--- src/rtl/iter_alu.sv ---
// iter_alu: multi-cycle ALU with valid/ready handshake on both sides.
// Single-cycle logic/compare/shift ops, iterative shift-add MUL/MULHU and,
// when ITER_ALU_DIV_EN is defined, restoring DIVU/REMU. Without the macro
// ops 1110/1111 return 0 as single-cycle ops and no divider logic is built.
module iter_alu #(
    parameter int DATA_WIDTH    = 32,
    parameter int OPCODE_LENGTH = 4
) (
    input  logic                     clk,
    input  logic                     reset,
    input  logic                     in_valid,
    output logic                     in_ready,
    input  logic [DATA_WIDTH-1:0]    SrcA,
    input  logic [DATA_WIDTH-1:0]    SrcB,
    input  logic [OPCODE_LENGTH-1:0] Operation,
    output logic                     out_valid,
    input  logic                     out_ready,
    output logic [DATA_WIDTH-1:0]    ALUResult
);
    localparam int SW = $clog2(DATA_WIDTH);
    localparam int CW = $clog2(DATA_WIDTH + 1);

    typedef enum logic [1:0] {IDLE, BUSY, DONE} state_t;

    state_t                     state, state_next;
    logic [CW-1:0]              cnt;
    logic [OPCODE_LENGTH-1:0]   op;
    logic [DATA_WIDTH-1:0]      opa;
    logic [2*DATA_WIDTH-1:0]    acc, acc_step;
    logic [DATA_WIDTH:0]        mul_sum;
    logic [SW-1:0]              shamt;
    logic [DATA_WIDTH-1:0]      quick_res, iter_res;
    logic                       accept, is_iter, last_step;
`ifdef ITER_ALU_DIV_EN
    logic [DATA_WIDTH-1:0]      opb, quo, quo_step;
    logic [DATA_WIDTH:0]        rem, rem_sh, rem_step;
    logic                       borrow;
`endif

    assign shamt     = SrcB[SW-1:0];
    assign accept    = in_valid && in_ready;
    assign last_step = (cnt == CW'(1));

    // Long ops: multiply always, divide only when the divider is built.
`ifdef ITER_ALU_DIV_EN
    assign is_iter = (Operation[3:2] == 2'b11);
`else
    assign is_iter = (Operation[3:1] == 3'b110);
`endif

    // Single-cycle result, computed straight from the accepted operands.
    always_comb begin
        quick_res = '0;
        case (Operation)
            4'b0000: quick_res = SrcA & SrcB;
            4'b0001: quick_res = SrcA | SrcB;
            4'b0010: quick_res = SrcA + SrcB;
            4'b0011: quick_res = SrcA ^ SrcB;
            4'b0100: quick_res = SrcA - SrcB;
            4'b0101: quick_res = {{(DATA_WIDTH-1){1'b0}}, (SrcA != SrcB)};
            4'b0110: quick_res = {{(DATA_WIDTH-1){1'b0}}, ($signed(SrcA) < $signed(SrcB))};
            4'b0111: quick_res = {{(DATA_WIDTH-1){1'b0}}, ($signed(SrcA) >= $signed(SrcB))};
            4'b1000: quick_res = {{(DATA_WIDTH-1){1'b0}}, (SrcA == SrcB)};
            4'b1001: quick_res = SrcA << shamt;
            4'b1010: quick_res = SrcA >> shamt;
            4'b1011: quick_res = DATA_WIDTH'($signed(SrcA) >>> shamt);
            default: quick_res = '0;
        endcase
    end

    // One iteration step: shift-add on {hi,lo}, restore-subtract on {rem,quo}.
    always_comb begin
        mul_sum  = {1'b0, acc[2*DATA_WIDTH-1:DATA_WIDTH]} + (acc[0] ? {1'b0, opa} : '0);
        acc_step = {mul_sum, acc[DATA_WIDTH-1:1]};
`ifdef ITER_ALU_DIV_EN
        rem_sh   = {rem[DATA_WIDTH-1:0], quo[DATA_WIDTH-1]};
        borrow   = rem_sh < {1'b0, opb};
        rem_step = borrow ? rem_sh : rem_sh - {1'b0, opb};
        quo_step = {quo[DATA_WIDTH-2:0], ~borrow};
`endif
        iter_res = '0;
        case (op)
            4'b1100: iter_res = acc_step[DATA_WIDTH-1:0];
            4'b1101: iter_res = acc_step[2*DATA_WIDTH-1:DATA_WIDTH];
`ifdef ITER_ALU_DIV_EN
            4'b1110: iter_res = quo_step;
            4'b1111: iter_res = rem_step[DATA_WIDTH-1:0];
`endif
            default: iter_res = '0;
        endcase
    end

    // Next state and handshake outputs; nothing is offered while in reset.
    always_comb begin
        state_next = state;
        in_ready   = 1'b0;
        out_valid  = 1'b0;
        case (state)
            IDLE: begin
                in_ready = !reset;
                if (in_valid && !reset)
                    state_next = is_iter ? BUSY : DONE;
            end
            BUSY: if (last_step) state_next = DONE;
            DONE: begin
                out_valid = !reset;
                if (out_ready) state_next = IDLE;
            end
            default: state_next = IDLE;
        endcase
    end

    // State, operand latches, iteration registers and the result register.
    always_ff @(posedge clk) begin
        if (reset) begin
            state     <= IDLE;
            ALUResult <= '0;
            cnt       <= '0;
            op        <= '0;
            opa       <= '0;
            acc       <= '0;
`ifdef ITER_ALU_DIV_EN
            opb       <= '0;
            quo       <= '0;
            rem       <= '0;
`endif
        end else begin
            state <= state_next;
            if (accept) begin
                op  <= Operation;
                opa <= SrcA;
                acc <= {{DATA_WIDTH{1'b0}}, SrcB};
                cnt <= is_iter ? CW'(DATA_WIDTH) : '0;
`ifdef ITER_ALU_DIV_EN
                opb <= SrcB;
                quo <= SrcA;
                rem <= '0;
`endif
                if (!is_iter) ALUResult <= quick_res;
            end else if (state == BUSY) begin
                acc <= acc_step;
                cnt <= cnt - CW'(1);
`ifdef ITER_ALU_DIV_EN
                quo <= quo_step;
                rem <= rem_step;
`endif
                if (last_step) ALUResult <= iter_res;
            end
        end
    end
endmodule

--- config.mk ---
export PLATFORM = sky130hd
export DESIGN_NAME = iter_alu
export DESIGN_NICKNAME = d
export VERILOG_FILES = /design/src/rtl/iter_alu.sv
export SDC_FILE = /design/constraint.sdc
export NUM_CORES = 1
export LEC_CHECK = 0
export ABC_AREA = 1
export BUFFER_PORTS_ARGS = -buffer_cell sky130_fd_sc_hd__buf_2
export CORE_MARGIN = 1
export CORE_UTILIZATION = 50
export DETAILED_ROUTE_END_ITERATION = 8
export PLACE_DENSITY = 0.66
export SLEW_MARGIN = 20
export SYNTH_ARGS = -nofsm -noshare
export SYNTH_HDL_FRONTEND = slang
export SYNTH_SLANG_ARGS = --single-unit
--- constraint.sdc ---
create_clock -name clk -period 8.7 [get_ports clk]
set_clock_uncertainty 0.1 [all_clocks]
set_input_delay 0.87 -clock clk [delete_from_list [all_inputs] [get_ports clk]]
set_output_delay 0.87 -clock clk [all_outputs]
set_load 0.03 [all_outputs]
==> reports/metrics.cfg, run 1 <==
[run_status]
status=finished, final reports clean

[finish]
fin_cells=3671
antennaDiodeCount=0
nets=3411
fin_area_um2=18900
final_util_pct=54.5
syn_to_final_growth_pct=6.83
layout-drive-gt1-share_pct=5.91
fillers=3709

[yosys]
synth_seq_cells=140
synth_top_area_cell=nand2_1
synth_nets=3422
synth_area_per_cell_um2=5.49
synth_cell_types=51
synth_area_um2=17600
synthCells=3215
synth_top_area_share_pct=20.8
synth.area.top_cells=nand2_1, dfxtp_1, nand3_1
yosysWarnings=0
synth-seq-area-share_pct=15.9
synth_edf_count=0
ys.flop_type=dfxtp_1
synthArstFlopShare_pct=0

[routing]
drt_iter0_markers=3168
avgViaCountPerCell=6.20
drc=0
wirelength_met1_mm=32.6
antenna_left=0
vias=22777
wirelength_mm=83.5
dr_wl_met3_mm=10.3
wl_met2_mm=35.4
drtPass1Iterations=8
wire_per_inst_um=22.7
highest_layer=met5

[power_and_ir_drop]
total_power_mw=2.36
p_leak_nw=9.96
irDropWorstVdd_mv=0.177
power-per-cell-area_nw_per_um2=125

[setup_path]
crit_top_cell=nand2_1
crit_chain=buf_2 -> buf_4 -> inv_2 -> buf_4 -> ha_1 -> nand2_1 -> o21ai_1 -> nand2_1 -> nand2_1 -> nand2_1 -> nand2_1 -> nand2_1 -> nand3_1 -> nand4_1 -> nand2_1 -> nand3_1 -> nand2_1 -> inv_1
setup.worst_path.class=in -> reg
path_max_fanout=69
crit_required_ps=8930
cp_slowest_cell=buf_4
cp_top_family=simple AND/OR/NAND/NOR gates
timing.critical_path.buf_inv=5
start_kind=input port
end_kind=register
arrival_ps=4360
cp_slowest_stage_delay_ps=570

[global_routing]
grt_max_degree=86
overflow=0
grt_usage_pct=45.7
first_global_vias=20615
antenna_found_initial=3
grt_first_pass_wirelength_mm=124

[clocking]
clk_latency_ps=440
cts_inserted_buffers=17
clk_pin_slew_ps=60
numClockSinks=140
htreeDepth=4
cts_setup_buffers=0
tritoncts=built
root_buffer=clkbuf_16
cts_resized=0
clk_path_buf_depth=2
holdBufCountCts=0

[worst_hold_path]
hp-class=reg -> reg

[placement]
placed_cells=3640
gp_congestion=1.14
post_dp_cell_area_um2=18200
portBuffers=105
hpwl_mm=66.7

[timing]
rsz0062_at_grt=no
tns_ps=0
final-hold-violation-count=0
tightest_slew_ps=1090
post-route-period-util_pct=47.4
period_minus_slack_ps=4130
slew_headroom_pct=27.6
setup_viol=0
max_clock_freq_mhz=242
maxSlewViolCount=0

[flow_run]
cap_violations=0

[floorplanning]
coreArea_um2=34600
rows=68
die_w_um=190
die_h_um=190
initial_core_util_pct=51.0
die_area_um2=36100
ios=106

-- path summary, 6_finish.rpt --
check | slack (ps) | from | depth (start not counted) | endpoint
max | 4570 | SrcB[2] | 18 | ALUResult[16]$_SDFFE_PP0P_
min | 360 | opa[11]$_SDFFE_PP0P_ | 2 | opa[11]$_SDFFE_PP0P_
max reg2reg | 5040 | acc[0]$_SDFFE_PP0P_ | 18 | ALUResult[25]$_SDFFE_PP0P_
min reg2reg | 360 | opa[11]$_SDFFE_PP0P_ | 2 | opa[11]$_SDFFE_PP0P_
-- cell families (layout without fill, tap and decap cells) --
| logic type | after synthesis | count (layout) | synth area share [%] |
|---|---|---|---|
| adder cells (fa/ha/maj) | 135 | 135 | 9.70 |
| flip-flops | 140 | 140 | 15.9 |
| XOR/XNOR | 20 | 20 | 0.992 |
| AO/OA/AOI/OAI | 513 | 513 | 16.2 |
| buffers and inverters | 572 | 573 | 13.0 |
| AND/OR/NAND/NOR | 1835 | 1835 | 44.2 |
-- worst register-to-register path, cell delays in order, from the launching register on --
cell	delay, ps
dfxtp_1	310
buf_4	340
nand2_1	120
inv_1	80
ha_1	170
inv_1	70
fa_1	420
nand3b_1	170
nand2_1	160
nand2_1	70
nand2_1	180
inv_1	60
o21ai_0	430
nand3_1	260
nand3b_1	180
nand3_1	120
nand2_1	160
inv_1	70
a21oi_1	140
-- sequential cells by signal (all words and copies together) (netlist names) --
signal / flops
state: 2
cnt: 6
acc: 64
opa: 32
op: 4
ALUResult: 32
-- metal layers --
layer  vias to the layer above  global-route usage, %
met4                         4                   25.7
met5                         -                      0
met2                      1533                   70.1
li1                      10496                      -
met3                       271                   9.94
met1                     10473                   58.9
-- layout make-up --
class | instances | area (µm²) | area share, %
clock buffer | 20 | 447 | 2.37
multi-input combinational | 2503 | 12600 | 66.7
sequential | 140 | 2800 | 14.9
clock inverter | 11 | 215 | 1.14
timing repair buffer | 124 | 668 | 3.54
tap | 455 | 569 | 3.02
inverter | 418 | 1570 | 8.35
-- cells in the final DEF (no fill, tap or decap), drive strengths merged, types with 3 or more instances in the layout --
cell type	instances
nand2	985
nand3	497
inv	417
nor2	249
o21ai	190
a21oi	177
dfxtp	140
ha	132
buf	124
a31oi	53
nand4	42
nor3	35
o211ai	32
clkbuf	20
o22ai	16
o21bai	13
xor2	13
a21o	9
and2	8
nand3b	7
xnor2	7
nor4	6
bufinv	6
a221oi	5
o21a	5
a211oi	5
clkinv	5
and3	3
fa	3
-- stage by stage --
stage          setup slack (ps)  hold slack [ps]
3_3_place_gp               4330              341
5_1_grt                    4300              380
6_report                   4570              360
2_1_floorplan              5340              328
3_5_place_dp               4260              344
4_1_cts                    4700              360
-- cell usage after synthesis (13+ instances only) --
master    count
a21oi_1     176
buf_4        13
buf_1        18
o21ai_0     173
o211ai_1     32
nor3_1       33
clkbuf_1     56
nand3_1     496
xor2_1       13
o21ai_1      17
buf_2        64
o22ai_1      16
inv_1       404
a31oi_1      53
ha_1        132
nand2_1     980
nand4_1      42
nor2_1      244
o21bai_1     13
dfxtp_1     140
-- where the power goes --
part | internal (mW) | switching [mW]
registers | 0.674 | 0.0228
logic | 0.213 | 0.609
clock network | 0.544 | 0.295
total | 1.43 | 0.927
Note: power is estimated with default switching activity, not from simulation.
==> inputs of run 2 (changes only) <==
ABC_AREA = 0   (was 1)
PLACE_DENSITY = 0.68   (was 0.66)
clock period = 3.3 ns   (was 8.7 ns; I/O delays follow)
==> run 2 against run 1 <==
The flow now finishes with violations (setup timing). Design area is 12% higher. Non-clock buffer count rose by 428. Largest power group is now combinational logic. Critical path type is now reg -> reg. Largest cell class unchanged. Sequential cell count unchanged. Count of clock-buffer cells in the layout fell by 3.
==> reports/metrics.cfg, run 2 <==
[timing]
slew_headroom_pct=35.4  ; was 27.6%
setup_viol=1  ; was 0
setup_slack_ps=-9.37  ; was 4570 ps
rsz0062_at_grt=yes  ; was no
final-hold-violation-count=0  ; unchanged
period_minus_slack_ps=3310
tns_ps=-9.37  ; was 0 ps
maxSlewViolCount=0  ; unchanged
max_clock_freq_mhz=302
post-route-period-util_pct=100
tightest_slew_ps=969  ; was 1090 ps

[finish]
nets=2852  ; was 3411
largest_register=acc  ; unchanged
multi_input_area_um2=12700  ; was 12600 µm²
fillers=2758  ; was 3709
syn_to_final_growth_pct=29.3  ; was 6.83%
fin_cells=3094  ; was 3671
final_cell_mix=buf_4, nand2_1, nor2_1, a21oi_1, o21ai_0  ; was nand2_1, nand3_1, inv_1, nor2_1, a21oi_1
fin_area_um2=21100  ; was 18900 µm²
final_common_cell=buf_4  ; was nand2_1
final-seq-area_um2=2800  ; about the same
largestRegisters=acc (64), ALUResult (32), opa (32)  ; unchanged
largest_reg_flops=64  ; unchanged
layout-drive-gt1-share_pct=27.6  ; was 5.91%

[placement]
gp_congestion=1.03  ; was 1.14
portBuffers=105  ; unchanged
hpwl_mm=59.1  ; was 66.7 mm
post_dp_cell_area_um2=20000  ; was 18200 µm²
placed_cells=3046  ; was 3640

[yosys]
synth.area.top_cells=dfxtp_1, ha_1, a21oi_1  ; was nand2_1, dfxtp_1, nand3_1
synth_top_area_cell=dfxtp_1  ; was nand2_1
synth_top_family_by_area=compound AO/OA/AOI/OAI gates  ; was simple AND/OR/NAND/NOR gates
yosysWarnings=0  ; unchanged
synth-seq-area-share_pct=17.2  ; was 15.9%
synthArstFlopShare_pct=0  ; unchanged
synth_top_area_share_pct=17.2  ; was 20.8%
synth_compound_area_share_pct=32.5  ; was 16.2%
synth_most_common_cell=nand2_1  ; unchanged
synth_seq_cells=140  ; unchanged
synth_area_um2=16300  ; was 17600 µm²
synthTopCellsByCount=nand2_1, a21oi_1, nor2_1  ; was nand2_1, nand3_1, inv_1
ys.flop_type=dfxtp_1  ; unchanged
synth.mux.area_fraction_pct=7.98  ; was 0%
synth_area_per_cell_um2=7.21  ; was 5.49 µm²
synth_xor_xnor_area_share_pct=2.47  ; was 0.992%
synth-simple-area-share_pct=21.9  ; was 44.2%
synth_edf_count=0  ; unchanged
synthCells=2257  ; was 3215
synthAdderAreaFrac_pct=10.5  ; was 9.70%
synth_nets=2464  ; was 3422
synth_cell_types=105  ; was 51

[power_and_ir_drop]
power-per-cell-area_nw_per_um2=304  ; was 125 nW/µm²
irDropWorstVdd_mv=0.353  ; was 0.177 mV
p_leak_nw=9.30  ; was 9.96 nW

[worst_hold_path]
hp-class=in -> reg  ; was reg -> reg
hold_path_depth=4  ; was 2

[clocking]
root_buffer=clkbuf_16  ; unchanged
holdBufCountCts=0  ; unchanged
clk_latency_ps=420  ; was 440 ps
clk_pin_slew_ps=60  ; about the same
tritoncts=built  ; unchanged
cts_inserted_buffers=17  ; unchanged
numClockSinks=140  ; unchanged
clk_path_buf_depth=2  ; unchanged
htreeDepth=4  ; unchanged

[floorplanning]
die_w_um=182  ; was 190 µm
ios=106  ; unchanged
die_area_um2=33300  ; was 36100 µm²
die_h_um=182  ; was 190 µm
rows=65  ; was 68
coreArea_um2=31800  ; was 34600 µm²
initial_core_util_pct=51.2  ; was 51.0%

[global_routing]
overflow=0  ; unchanged
grt_usage_pct=44.8  ; was 45.7%
grt_max_degree=96  ; was 86
grt_first_pass_wirelength_mm=113  ; was 124 mm
first_global_vias=18855  ; was 20615
antenna_found_initial=2  ; was 3

[run_status]
violations=setup timing
status=finished, violations left  ; was finished, final reports clean

[setup_path]
cp_top_family=compound AO/OA/AOI/OAI gates  ; was simple AND/OR/NAND/NOR gates
start_kind=register  ; was input port
cp_slowest_cell=or3_4  ; was buf_4
rr_worst_depth=14  ; was 18
arrival_ps=3560  ; was 4360 ps
timing.critical_path.buf_inv=2  ; was 5
crit_required_ps=3550  ; was 8930 ps
crit_chain=buf_4 -> and2_1 -> ha_1 -> nand4_1 -> nor2_1 -> o211ai_1 -> a21oi_2 -> a31oi_4 -> or3_4 -> a21oi_4 -> xor2_4 -> buf_4 -> nand2_1 -> a21oi_2  ; was buf_2 -> buf_4 -> inv_2 -> buf_4 -> ha_1 -> nand2_1 -> o21ai_1 -> nand2_1 -> nand2_1 -> nand2_1 -> nand2_1 -> nand2_1 -> nand3_1 -> nand4_1 -> nand2_1 -> nand3_1 -> nand2_1 -> inv_1
end_kind=register  ; unchanged
cp_slowest_stage_delay_ps=390  ; was 570 ps
setup.worst_path.class=reg -> reg  ; was in -> reg
cp_num_cells=14  ; was 18
path_max_fanout=20  ; was 69

[routing]
wire_per_inst_um=24.8  ; was 22.7 µm
wirelength_mm=76.7  ; was 83.5 mm
drt_iter0_markers=2392  ; was 3168
drc=0  ; unchanged
vias=20197  ; was 22777
avgViaCountPerCell=6.53  ; was 6.20
drtPass1Iterations=6  ; was 8
antenna_left=0  ; unchanged

[flow_run]
cap_violations=0  ; unchanged

[run 2: path summary, 6_finish.rpt]
check | from | endpoint | slack [ps]
worst max-delay path | acc[0]$_SDFFE_PP0P_ | acc[60]$_SDFFE_PP0P_ | -9
worst min-delay path | out_ready | state[1]$_SDFFE_PP0P_ | 100
worst max register to register | acc[0]$_SDFFE_PP0P_ | acc[60]$_SDFFE_PP0P_ | -9
worst min register to register | acc[43]$_SDFFE_PP0P_ | acc[43]$_SDFFE_PP0P_ | 370
[run 2: repair_timing]
| item | in CTS | in global routing |
|---|---|---|
| resized for setup | 20 | 52 |
| setup buffers | 4 | 10 |
| endpoints found under the setup margin | 19 | 26 |
| gates cloned | 0 | 1 |
| pin swaps | 7 | 29 |
[run 2: through the flow]
step           power, mW  hold WS, ps  util (%)  setup WS [ps]
4_1_cts             6.28         91.1      65.1          -13.3
3_3_place_gp        4.36          346      62.9           -441
3_5_place_dp        4.38          355      62.9           -455
6_report            6.40         96.9      66.2          -9.37
2_1_floorplan       3.24          336         -           2.74
5_1_grt             6.62          112      66.2          -67.3
[run 2: cells by family (layout without fill, tap and decap cells)]
group,after synthesis,in the layout
buffers and inverters,290,691
AO/OA/AOI/OAI,801,801
AND/OR/NAND/NOR,749,749
multiplexers,96,96
adder cells (fa/ha/maj),135,135
flip-flops,140,140
other,0,1
XOR/XNOR,46,46
[run 2: metal layers]
| metal | global-route usage [%] | wire length [µm] |
|---|---|---|
| met2 | 68.6 | 32500 |
| met5 | 0 | 0 |
| met4 | 20.2 | 3940 |
| met1 | 60.8 | 31600 |
| met3 | 8.54 | 8620 |
[run 2: layout make-up]
type                    instances  area share, %
well taps                     435           2.59
repair buffers                552           19.0
clock buffers                  17           2.02
diodes                          1         0.0119
clock inverters                15          0.773
multi-input cells            1827           60.3
flip-flops and latches        140           13.3
inverters                     107           1.96
[run 2: tightest hold or removal path, stage by stage]
cell and delay (ps):
buf_2 70, o21ai_0 60, o31ai_1 60, nor3_1 40
[run 2: where the power goes]
part | switching (mW) | leakage (nW) | internal [mW]
registers | 0.0609 | 1.14 | 1.78
clock network | 0.796 | 0.274 | 1.12
logic | 1.58 | 7.88 | 1.06
total | 2.44 | 9.30 | 3.96
